`config.mk`:
```
export PLATFORM = sky130hd
export DESIGN_NAME = seq_arbiter
export DESIGN_NICKNAME = d
export VERILOG_FILES = /design/src/rtl/seq_arbiter_pkg.sv /design/src/rtl/seq_arbiter_rr_pick.sv /design/src/rtl/seq_arbiter.sv
export SDC_FILE = /design/constraint.sdc
export NUM_CORES = 1
export LEC_CHECK = 0
export BUFFER_PORTS_ARGS = -buffer_cell sky130_fd_sc_hd__buf_4
export CAP_MARGIN = 20
export CORE_ASPECT_RATIO = 0.6
export CORE_UTILIZATION = 33
export CTS_CLUSTER_DIAMETER = 60
export DETAILED_ROUTE_END_ITERATION = 7
export PLACE_DENSITY = 0.58
export SYNTH_ARGS = -nofsm -noshare
export SYNTH_HDL_FRONTEND = slang
export SYNTH_SLANG_ARGS = --single-unit
```
`constraint.sdc`:
```
create_clock -name CLK -period 4.2 [get_ports CLK]
set_input_delay 0.63 -clock CLK [delete_from_list [all_inputs] [get_ports CLK]]
set_output_delay 0.63 -clock CLK [all_outputs]
set_load 0.005 [all_outputs]
```
`src/rtl/seq_arbiter_pkg.sv`:
```
// Shared types and reset constants for the round-robin sequence arbiter.
// The state encoding is fixed: IDLE=00, RUN=01, DONE=10, and 11 is illegal.
package seq_arbiter_pkg;

    localparam int ST_W = 2;

    typedef enum logic [ST_W-1:0] {
        IDLE = 2'b00,
        RUN  = 2'b01,
        DONE = 2'b10
    } state_t;

    localparam state_t RST_STATE = IDLE;
    localparam logic   RST_BIT   = 1'b0;

endpackage

```
`src/rtl/seq_arbiter_rr_pick.sv`:
```
// Combinational rotate-priority find-first.
// The search starts at ptr+1 (mod N) and wraps around.
module rr_pick #(
    parameter int N    = 4,
    parameter int ID_W = $clog2(N)
) (
    input  logic [N-1:0]    req,
    input  logic [ID_W-1:0] ptr,
    output logic [N-1:0]    win,
    output logic [ID_W-1:0] win_id,
    output logic            any
);

    logic found_s;
    logic hit_s;

    function automatic logic [ID_W-1:0] rot_idx(input logic [ID_W-1:0] p, input int i);
        int t;
        t = (int'(p) + 1 + i) % N;
        return ID_W'(t);
    endfunction

    // Walk requesters in rotated order; the first hit claims the grant.
    always_comb begin
        win     = '0;
        win_id  = '0;
        found_s = 1'b0;
        hit_s   = 1'b0;
        for (int i = 0; i < N; i++) begin
            hit_s                  = req[rot_idx(ptr, i)] & ~found_s;
            win[rot_idx(ptr, i)]   = hit_s;
            win_id                 = hit_s ? rot_idx(ptr, i) : win_id;
            found_s                = found_s | hit_s;
        end
    end

    assign any = |req;

endmodule

```
`src/rtl/seq_arbiter.sv`:
```
// Round-robin arbiter that hands a fixed-length strobe sequence to one requester at a time.
// The FSM, run counter, rotation pointer and all registered outputs live here.
module seq_arbiter
    import seq_arbiter_pkg::*;
#(
    parameter int N   = 4,
    parameter int LEN = 3
) (
    input  logic                 CLK,
    input  logic                 R,
    input  logic [N-1:0]         req,
    input  logic                 abort,
    output logic [N-1:0]         grant,
    output logic [$clog2(N)-1:0] gid,
    output logic                 busy,
    output logic                 s,
    output logic                 done
);

    localparam int                ID_W     = $clog2(N);
    localparam int                CNT_W    = $clog2(LEN);
    localparam logic [CNT_W-1:0]  CNT_LAST = CNT_W'(LEN - 1);
    localparam logic [ID_W-1:0]   PTR_RST  = ID_W'(N - 1);

    state_t            state_r, state_nx;
    logic [CNT_W-1:0]  cnt_r, cnt_nx;
    logic [ID_W-1:0]   ptr_r, ptr_nx;
    logic [N-1:0]      grant_r, grant_nx;
    logic [ID_W-1:0]   gid_r, gid_nx;
    logic              busy_r, busy_nx;
    logic              s_r, s_nx;
    logic              done_r, done_nx;

    logic [N-1:0]      win_s;
    logic [ID_W-1:0]   win_id_s;
    logic              any_s;

    rr_pick #(
        .N    (N),
        .ID_W (ID_W)
    ) u_pick (
        .req    (req),
        .ptr    (ptr_r),
        .win    (win_s),
        .win_id (win_id_s),
        .any    (any_s)
    );

    // Next-state and next-output decode; outputs come from the post-edge state so they register cleanly.
    always_comb begin
        state_nx = state_r;
        cnt_nx   = cnt_r;
        ptr_nx   = ptr_r;
        grant_nx = grant_r;
        gid_nx   = gid_r;
        case (state_r)
            IDLE: begin
                if (any_s) begin
                    state_nx = RUN;
                    grant_nx = win_s;
                    gid_nx   = win_id_s;
                    cnt_nx   = '0;
                end else begin
                    grant_nx = '0;
                end
            end
            RUN: begin
                if (abort || (cnt_r == CNT_LAST)) begin
                    state_nx = DONE;
                    grant_nx = '0;
                end else begin
                    cnt_nx = cnt_r + CNT_W'(1'b1);
                end
            end
            DONE: begin
                state_nx = IDLE;
                ptr_nx   = gid_r;
                grant_nx = '0;
            end
            default: begin
                state_nx = IDLE;
                grant_nx = '0;
                cnt_nx   = '0;
            end
        endcase
        busy_nx = (state_nx == RUN);
        done_nx = (state_nx == DONE);
        s_nx    = (state_nx == RUN) ? cnt_nx[0] : 1'b0;
    end

    // State, counter, pointer and output registers.
    always_ff @(posedge CLK or negedge R) begin
        if (!R) begin
            state_r <= RST_STATE;
            cnt_r   <= '0;
            ptr_r   <= PTR_RST;
            grant_r <= '0;
            gid_r   <= '0;
            busy_r  <= RST_BIT;
            s_r     <= RST_BIT;
            done_r  <= RST_BIT;
        end else begin
            state_r <= state_nx;
            cnt_r   <= cnt_nx;
            ptr_r   <= ptr_nx;
            grant_r <= grant_nx;
            gid_r   <= gid_nx;
            busy_r  <= busy_nx;
            s_r     <= s_nx;
            done_r  <= done_nx;
        end
    end

    assign grant = grant_r;
    assign gid   = gid_r;
    assign busy  = busy_r;
    assign s     = s_r;
    assign done  = done_r;

endmodule

```
==> results by group, run 1 <==
Cells and area
  • Most common cell after layout, fill and taps aside: buf_4
  • Final std cells w/o fill: 186
  • Filler cells: approximately 340
  • Commonest non-fill, non-tap cells in the layout: buf_4, dfrtp_1, nor3_1, nand2_1
  • Area of the multi-input gates: about 730 µm²
  • Share of cells above drive strength 1: 0.199
  • Final net count: ~160
  • Antenna Cells: 0
  • Final Cell Area: about 1300 µm²
  • Sequential Area: 378 µm²
  • Layout area overhead: 11.3%

Power
  • Net Sw Frac: 0.463
  • Power per cell area: 746 nW/µm²
  • Part of the power in registers: 0.282
  • Lkg Pwr: 0.000540 µW
  • IR drop worst, VDD: 0.000283 V
  • Comb power frac: 0.604
  • Int Pwr: approximately 540 µW
  • Sw Pwr: 465 µW
  • Clock share of power: 0.114

CTS
  • TritonCTS clock tree: done
  • Resize count post-CTS: 0
  • Worst-Skew Late Latency: 240 ps
  • Worst-path clk slew: about 60 ps
  • Maximum root-to-sink buffer count: 2
  • Total CTS buffers: 3
  • Clock sinks: 15
  • H-tree Lvls: 1
  • Post-CTS Hold Fix Bufs: 0
  • Postcts setup bufs: 0
  • Root Driver: clkbuf_8

Detailed routing
  • Vias/cell: 5.69
  • Final WL: approximately 2800 µm
  • Drt drc: 0
  • DRT Pass-1 Iters: 4
  • Wire length on met3: around 220 µm
  • Max layer used: met3
  • Vias: approximately 1100
  • DR WL/cell: 14.9 µm
  • WL met1: 1480 µm
  • DR iter-0 viols: 64
  • Antenna viol nets, final: 0
  • Met2 wire length: roughly 1100 µm

Synth
  • Main combinational cell family by area after synthesis: simple AND/OR/NAND/NOR gates
  • Yosys reg bits: 15
  • Post-synthesis adder-cell area fraction: 0.0725
  • Number of synthesized flops with an enable pin: 0
  • Mapped Cells: 134
  • Synth Area in Compound Gates: 0.185
  • Mux cell area share after synthesis: 0.0859
  • Syn Area/Cell: about 9 µm²
  • Post-Synth Simple-Gate Area: 0.264
  • Yosys cell types: between 40 and 50
  • Ys flop type: dfrtp_1
  • Post-synthesis sequential area ratio: 0.313
  • FFs w/ async S/R, synth: 1.00
  • Syn Nets: around 150
  • YS warnings: 0
  • Post-synthesis xor/xnor area fraction: 0
  • Post-Syn Area: ~1200 µm²

Job
  • Max_cap viols: 0

GRT
  • GRT overflow: 0
  • Vias in the first global route: 922
  • Initial antenna violation count: 0
  • First-pass GRT wire length: roughly 4700 µm
  • Gr usage total: 0.155
  • Largest net degree at the start of global routing: 16

Critical path
  • Crit path kind: flop to flop
  • Setup crit start kind: flop
  • Crit path max fanout: 14
  • Arrival time worst endpoint: 2850 ps
  • Crit. End Element: flop
  • Worst EP required: 4370 ps

Placement
  • Worst slack, placed: 1550 ps
  • Placer congestion estimate: 0.855
  • DP Area: 1300 µm²
  • Dpl cells: 182
  • IO Port Bufs: 15
  • HPWL after detailed placement: roughly 2100 µm

Die
  • Die H: 48.9 µm
  • Core Area: 3380 µm²
  • Die area: 3920 µm²
  • Ports: 16
  • Site Rows: 16
  • Die X: about 80 µm
  • Starting density of the core: 0.357

STA
  • Setup violators final: 0
  • Slew HR: 0.432
  • Clk_skew: 0.860 ps
  • Clock period minus worst slack: between 2000 and 3000 ps
  • WHS: approximately 230 ps
  • Slew @ Worst Pin: 846 ps
  • RSZ-0062 raised after global routing: no
  • Final Hold Viols: 0
  • Worst Setup Slack, final: 1520 ps
  • Setup TNS: 0 ps
  • Slew Limit Fails: 0
  • Fin crit share: 0.638
  • Fmax: 373 MHz

Run status
  • Outcome: complete, no violations

Hold path
  • Hold crit path type: input pin to asynchronous set/reset pin
==> cells in the mapped netlist, types with 2 or more instances <==
cell       n  share of area
dfrtp_1   13           0.27
nor3_1    10          0.041
nand2_1    8          0.025
ha_1       7          0.072
nor2_1     7          0.022
a21oi_1    6          0.025
nor3b_1    6          0.037
nor4_1     6          0.031
clkbuf_1   5          0.016
o21ai_0    5          0.021
buf_6      4          0.037
o21ai_1    4          0.017
inv_1      3         0.0093
mux2i_1    3          0.025
nand3_1    3          0.012
o22ai_1    3          0.016
a21o_1     2          0.012
a221oi_1   2          0.014
a311oi_1   2          0.014
a32oi_1    2          0.014
and2_1     2          0.010
and3b_1    2          0.014
buf_2      2         0.0083
dfstp_2    2          0.043
inv_2      2         0.0062
mux4_2     2          0.037
nand2b_1   2          0.010
nor4b_1    2          0.014
==> final timing paths <==
path                               start        to  slack (ps)  depth (start not counted)
worst max-delay path            ptr_r[0]  grant[1]        1520                          7
worst min-delay path                   R  grant[1]         230                          1
worst max register to register  ptr_r[0]  grant[1]        1520                          7
worst min register to register  grant[0]  grant[0]         490                          2
max in group asynchronous              R  ptr_r[0]        3730                          1
min in group CLK                grant[0]  grant[0]         490                          2
==> power groups by stage <==
| stage | registers [µW] | logic, µW | clock network (µW) |
|---|---|---|---|
| floorplan | 254 | 501 | 0 |
| global placement | 281 | 597 | 0 |
| detailed placement | 283 | 600 | 0 |
| CTS | 282 | 603 | 120 |
| global route | 295 | 672 | 127 |
| finish | 283 | 606 | 114 |
==> worst max-delay path, stage by stage, from the launching register on <==
cell and delay [ps]:
dfstp_2 730, inv_2 150, ha_1 360, or2_1 330, or4_4 510, a21o_1 190, a21oi_1 180, a2bb2oi_2 140
==> metrics by stage <==
step / power [µW] / util
after detailed placement: 883 / 0.384
final: 1000 / 0.398
after global routing: 1090 / 0.398
after global placement: 878 / 0.384
after CTS: 1000 / 0.398
after floorplan: 755 / -
==> per-layer routing <==
metal  global-route usage  vias up
li1                     -      519
met1                0.259      503
met2                0.195       36
met3               0.0411        0
met4               0.0179        0
met5                    0        -
==> area by class of cell <==
| cell class | count | area share |
|---|---|---|
| multi-input combinational | 102 | 0.546 |
| clock buffer | 4 | 0.0335 |
| inverter | 5 | 0.0140 |
| sequential | 15 | 0.281 |
| timing repair buffer | 15 | 0.0837 |
| tap | 45 | 0.0419 |
==> state kept, by name, indices dropped and copies added, names as in the netlist <==
| register | flops |
|---|---|
| grant | 4 |
| cnt_r | 2 |
| gid | 2 |
| ptr_r | 2 |
| state_r | 2 |
| busy | 1 |
| done | 1 |
| s | 1 |
==> logic make-up after synthesis <==
family | after synthesis
buffers and inverters | 17
adder cells (fa/ha/maj) | 7
flip-flops | 15
AND/OR/NAND/NOR | 55
AO/OA/AOI/OAI | 33
multiplexers | 7
Note: power is estimated with default switching activity, not from simulation.
==> run 2, diff against run 1 <==
==> constraint.sdc (replaced) <==
create_clock -name CLK -period 2.7 [get_ports CLK]
set_input_delay 0.405 -clock CLK [delete_from_list [all_inputs] [get_ports CLK]]
set_output_delay 0.405 -clock CLK [all_outputs]
set_load 0.005 [all_outputs]
==> run 2 against run 1 <==
Against the previous run:
- combinational power increased by 72%
- maximum frequency increased by 17%
- worst setup slack got worse by 1100 ps
- final cell count increased by 3.2%
- critical path depth decreased by 1
- largest cell class unchanged
- largest power group unchanged
- highest routed layer is now met4
==> results by group, run 2 (synthesis results as in run 1) <==
Critical path
  • Setup crit start kind: flop
  • Crit. End Element: flop
  • R2R setup slack: about 400 ps
  • Crit. Startpoint: ptr_r[0]
  • Arrival time worst endpoint: 2450 ps
  • Setup crit end: gid[1]
  • R2R depth: 6
  • R2r endpoint: gid[1]
  • Worst EP required: 2860 ps
  • Crit path kind: flop to flop
  • Crit path max fanout: 13
  • Worst r2r src: ptr_r[0]

STA
  • WHS: 2.46 ps
  • Slew Limit Fails: 0
  • Setup TNS: 0 ps
  • Final Hold Viols: 0
  • Fin crit share: 0.848
  • Slew HR: 0.457
  • Slew @ Worst Pin: about 800 ps
  • Clk_skew: 0.914 ps
  • RSZ-0062 raised after global routing: no
  • Fmax: 437 MHz
  • Setup violators final: 0
  • Clock period minus worst slack: approximately 2300 ps

CTS
  • Maximum root-to-sink buffer count: 2
  • Clock sinks: 15
  • TritonCTS clock tree: done
  • Resize count post-CTS: 0
  • Worst-path clk slew: around 60 ps
  • H-tree Lvls: 1
  • Postcts setup bufs: 0
  • Total CTS buffers: 3
  • Worst-Skew Late Latency: 250 ps
  • Post-CTS Hold Fix Bufs: 0
  • Root Driver: clkbuf_8

Die
  • Die area: approximately 4000 µm²
  • Ports: 16
  • Starting density of the core: 0.357
  • Die X: 80.1 µm
  • Core Area: 3380 µm²
  • Site Rows: 16
  • Die H: between 40 and 50 µm

Detailed routing
  • Antenna viol nets, final: 0
  • DR WL/cell: 14.8 µm
  • Final WL: 2830 µm
  • DR iter-0 viols: 95
  • DRT Pass-1 Iters: 4
  • Vias/cell: roughly 5.7
  • Vias: 1099
  • Drt drc: 0

Cells and area
  • Largest register FFs: 4
  • Final net count: 162
  • Share of cells above drive strength 1: 0.231
  • Antenna Cells: 0
  • Layout area overhead: 15.0%
  • Most common cell after layout, fill and taps aside: buf_4
  • Commonest non-fill, non-tap cells in the layout: buf_4, dfrtp_1, nor3_1, nand2_1

Placement
  • HPWL after detailed placement: 2200 µm
  • IO Port Bufs: 15
  • Placer congestion estimate: approximately 0.9

GRT
  • First-pass GRT wire length: around 4700 µm
  • Initial antenna violation count: 0
  • Vias in the first global route: 972
  • GRT overflow: 0
  • Largest net degree at the start of global routing: 16
  • Gr usage total: 0.155

Power
  • IR drop worst, VDD: 0.000484 V
  • Lkg Pwr: 0.000570 µW
  • Power per cell area: 1170 nW/µm²

Job
  • Max_cap viols: 0

Hold path
  • Hold crit path type: input pin to asynchronous set/reset pin

Run status
  • Outcome: complete, no violations
## run 2: critical path: stages, from the launching register on
cell,delay [ps]
dfstp_2,530
buf_4,210
mux2i_2,510
mux2i_1,250
nor3_1,310
o21ai_0,160
o21ai_1,220
## run 2: worst min-delay path by stage
stage                     endpoint  slack (ps)  depth (start not counted)
after floorplan               busy         110                          0
after global placement    grant[3]         270                          1
after detailed placement  grant[0]         270                          1
after CTS                 grant[0]           6                          1
after global routing      grant[0]          10                          1
final                            s           2                          1
## run 2: area by class of cell
cell class / instances / area, µm²
tap: 45 / 56.3
multi-input combinational: 102 / 734
timing repair buffer: 21 / 158
fill: 348 / 1990
clock buffer: 4 / 45.0
inverter: 5 / 18.8
sequential: 15 / 378
## run 2: metrics by stage
stage	util	total power, µW	instances	cell area, µm²	worst slack (ps)
global placement	0.398	1430	188	1350	501
CTS	0.411	1630	192	1390	419
detailed placement	0.398	1430	188	1350	437
global route	0.411	1760	192	1390	270
finish	0.411	1630	192	1390	411
floorplan	-	1180	134	1210	228
## run 2: metal layers
| metal | vias up | track usage | routed length, µm |
|---|---|---|---|
| met3 | 4 | 0.0411 | 202 |
| li1 | 533 | - | - |
| met2 | 34 | 0.197 | 1140 |
| met1 | 528 | 0.258 | 1480 |
| met5 | - | 0 | 0 |
| met4 | 0 | 0.0179 | 12 |
## run 2: report_power, final
part	internal, µW	leakage [µW]	switching (µW)
Clock	104	0.0000228	77.0
Combinational	455	0.000359	587
Sequential	329	0.000188	76.5
Total	888	0.000570	740
==> run 3, diff against run 2 <==
--- a/config.mk
+++ b/config.mk
@@ -5,6 +5,7 @@
 export SDC_FILE = /design/constraint.sdc
 export NUM_CORES = 1
 export LEC_CHECK = 0
+export ABC_AREA = 1
 export BUFFER_PORTS_ARGS = -buffer_cell sky130_fd_sc_hd__buf_4
 export CAP_MARGIN = 20
 export CORE_ASPECT_RATIO = 0.6
==> constraint.sdc (replaced) <==
create_clock -name CLK -period 2.2 [get_ports CLK]
set_input_delay 0.33 -clock CLK [delete_from_list [all_inputs] [get_ports CLK]]
set_output_delay 0.33 -clock CLK [all_outputs]
set_load 0.005 [all_outputs]
==> run 3 against run 2 <==
Against the previous run:
- via count is 6.6% lower
- first-iteration DRC count is 7.4% higher
- area after synthesis is 10% lower
- combinational power is 61% higher
- die area is 9.9% lower
- synthesized cell count is 16% higher
- sequential power is 21% higher
- global-route usage is 0.26 points higher
- clock power is 21% higher
==> results by group, run 3 <==
Cells and area
  • Share of cells above drive strength 1: 0.212
  • Layout area overhead: 23.3%
  • Largest register FFs: 4
  • Final std cells w/o fill: around 220
  • Most common cell after layout, fill and taps aside: nand2_1
  • Antenna Cells: 0
  • Commonest non-fill, non-tap cells in the layout: nand2_1, inv_1, buf_4, nand3_1, dfrtp_1
  • Filler cells: 321
  • Final net count: 194

Detailed routing
  • DR iter-0 viols: a little over 100
  • DRT Pass-1 Iters: 4
  • Vias: 1026
  • Antenna viol nets, final: 0
  • Final WL: 2630 µm
  • DR WL/cell: roughly 12 µm
  • Drt drc: 0
  • Vias/cell: 4.64

Synth
  • Synth top area cells: dfrtp_1, nand2_1, nand3_1, ha_1, inv_1
  • YS warnings: 0
  • Top-area cell type share of the netlist area: 0.300
  • Number of synthesized flops with an enable pin: 0
  • Yosys cell types: 18
  • Post-Syn Area: 1080 µm²
  • Post-synthesis sequential area ratio: 0.348
  • Cell with the most instances after synthesis: nand2_1
  • Mapped Cells: 156
  • Largest area contributor in the netlist: dfrtp_1
  • Synth top cells by count: nand2_1, inv_1, nand3_1
  • Syn Area/Cell: 6.95 µm²
  • Yosys reg bits: 15
  • Ys flop type: dfrtp_1
  • FFs w/ async S/R, synth: 1.00
  • Syn Nets: 170

Power
  • Power per cell area: 1780 nW/µm²
  • IR drop worst, VDD: 0.000675 V
  • Lkg Pwr: around 0.00077 µW

Job
  • Max_cap viols: 0

Placement
  • Placer congestion estimate: ~0.9
  • HPWL after detailed placement: 2060 µm
  • IO Port Bufs: 15
  • Dpl cells: 213

CTS
  • Clock sinks: 15
  • Worst-Skew Late Latency: roughly 250 ps
  • H-tree Lvls: 1
  • Total CTS buffers: 3
  • Root Driver: clkbuf_8
  • Worst-path clk slew: approximately 60 ps
  • Maximum root-to-sink buffer count: 2
  • TritonCTS clock tree: done

STA
  • RSZ-0062 raised after global routing: no
  • Final Hold Viols: 0
  • Setup TNS: 0 ps
  • Clk_skew: 3.81 ps
  • Fin crit share: 0.906
  • Fmax: 502 MHz
  • Slew Limit Fails: 0
  • Slew @ Worst Pin: about 380 ps
  • Setup violators final: 0
  • Clock period minus worst slack: 1990 ps
  • WHS: 416 ps
  • Slew HR: 0.747

Critical path
  • Worst EP required: about 2300 ps
  • Crit path kind: flop to flop
  • Setup crit start kind: flop
  • Crit path max fanout: 10
  • Arrival time worst endpoint: roughly 2100 ps
  • Crit. End Element: flop

GRT
  • GR peak layer: met1
  • Gr usage total: 0.157
  • Vias in the first global route: 883
  • GRT overflow: 0
  • GR Util met2: 0.215
  • Initial antenna violation count: 0
  • Met1 global-route usage: 0.242
  • Largest net degree at the start of global routing: 16
  • GR Util met3: 0.0455
  • First-pass GRT wire length: 4170 µm

Die
  • Die X: 76.0 µm
  • Ports: 16
  • Die H: roughly 46 µm
  • Die area: 3530 µm²
  • Starting density of the core: 0.361
  • Site Rows: 15
  • Core Area: 3000 µm²

Run status
  • Outcome: complete, no violations

Hold path
  • Hold crit path type: input pin to flop
==> run 3: cell count changes after synthesis, moves of 3 or more <==
cell / delta
nand3_1: +15
nor3_1: -8
clkbuf_1: -5
nand2_2: +3
o21ai_1: -4
buf_6: -4
mux2i_1: -3
a21oi_1: +4
nand2_1: +44
nor3b_1: -6
o22ai_1: -3
inv_1: +19
nand3_2: +4
nor4_1: -6
==> run 3: final timing paths <==
check / cells past startpoint / start / to / slack, ps
max in group asynchronous: 2 / R / ptr_r[0] / 1480
setup reg to reg: 12 / ptr_r[0] / grant[0] / 210
hold reg to reg: 2 / grant[1] / grant[1] / 490
setup / recovery: 12 / ptr_r[0] / grant[0] / 210
hold / removal: 3 / abort / state_r[1] / 420
min in group asynchronous: 2 / R / grant[0] / 470
==> run 3: cells by family (layout without fill, tap and decap cells) <==
kind of cell | count (synthesis) | after routing | synth area share
fa+ha+maj | 7 | 7 | 0.0807
compound gates | 15 | 15 | 0.0692
flops | 15 | 15 | 0.348
buf+inv | 26 | 49 | 0.0911
simple gates | 93 | 93 | 0.411
==> run 3: routing by layer <==
metal,wire (µm),part of all wire,vias up
met5,0,0,-
met4,0,0,0
met2,1010,0.38,36
met1,1440,0.55,452
met3,187,0.071,0
li1,-,-,538
==> run 3: cell type report <==
| class | instances | area [µm²] | area share |
|---|---|---|---|
| clock buffers | 4 | 45.0 | 0.0337 |
| inverters | 25 | 93.8 | 0.0702 |
| multi-input cells | 115 | 616 | 0.460 |
| flip-flops and latches | 15 | 378 | 0.283 |
| well taps | 42 | 52.6 | 0.0393 |
| repair buffers | 20 | 153 | 0.114 |
==> run 3: timing repair <==
item,CTS,global route
buffers inserted,0,3
hold endpoints to repair,13,0
hold buffers,1,0
endpoints found under the setup margin,0,5
resized for setup,0,1
==> run 3: critical path, stage by stage (launching register included) <==
cell     delay [ps]
dfstp_2         560
inv_2            90
ha_1            350
inv_1           160
nand3_4         140
nand2_4         150
inv_2            50
nand2_2         100
nand2_1          60
nand2_1          50
nand3_1          60
nand2_1          60
nand2_1          40
==> run 3: per-stage QoR <==
stage          setup slack, ps  power (µW)   util  cell area, µm²
2_1_floorplan              383        1660      -            1080
3_3_place_gp               109        2070  0.417            1250
3_5_place_dp              98.7        2060  0.417            1250
4_1_cts                   87.9        2290  0.435            1310
5_1_grt                   30.0        2640  0.445            1340
6_report                   208        2380  0.445            1340
==> run 3: where the power goes <==
part,internal (µW),switching [µW]
Sequential,408,81.8
Combinational,621,1050
Clock,128,91.1
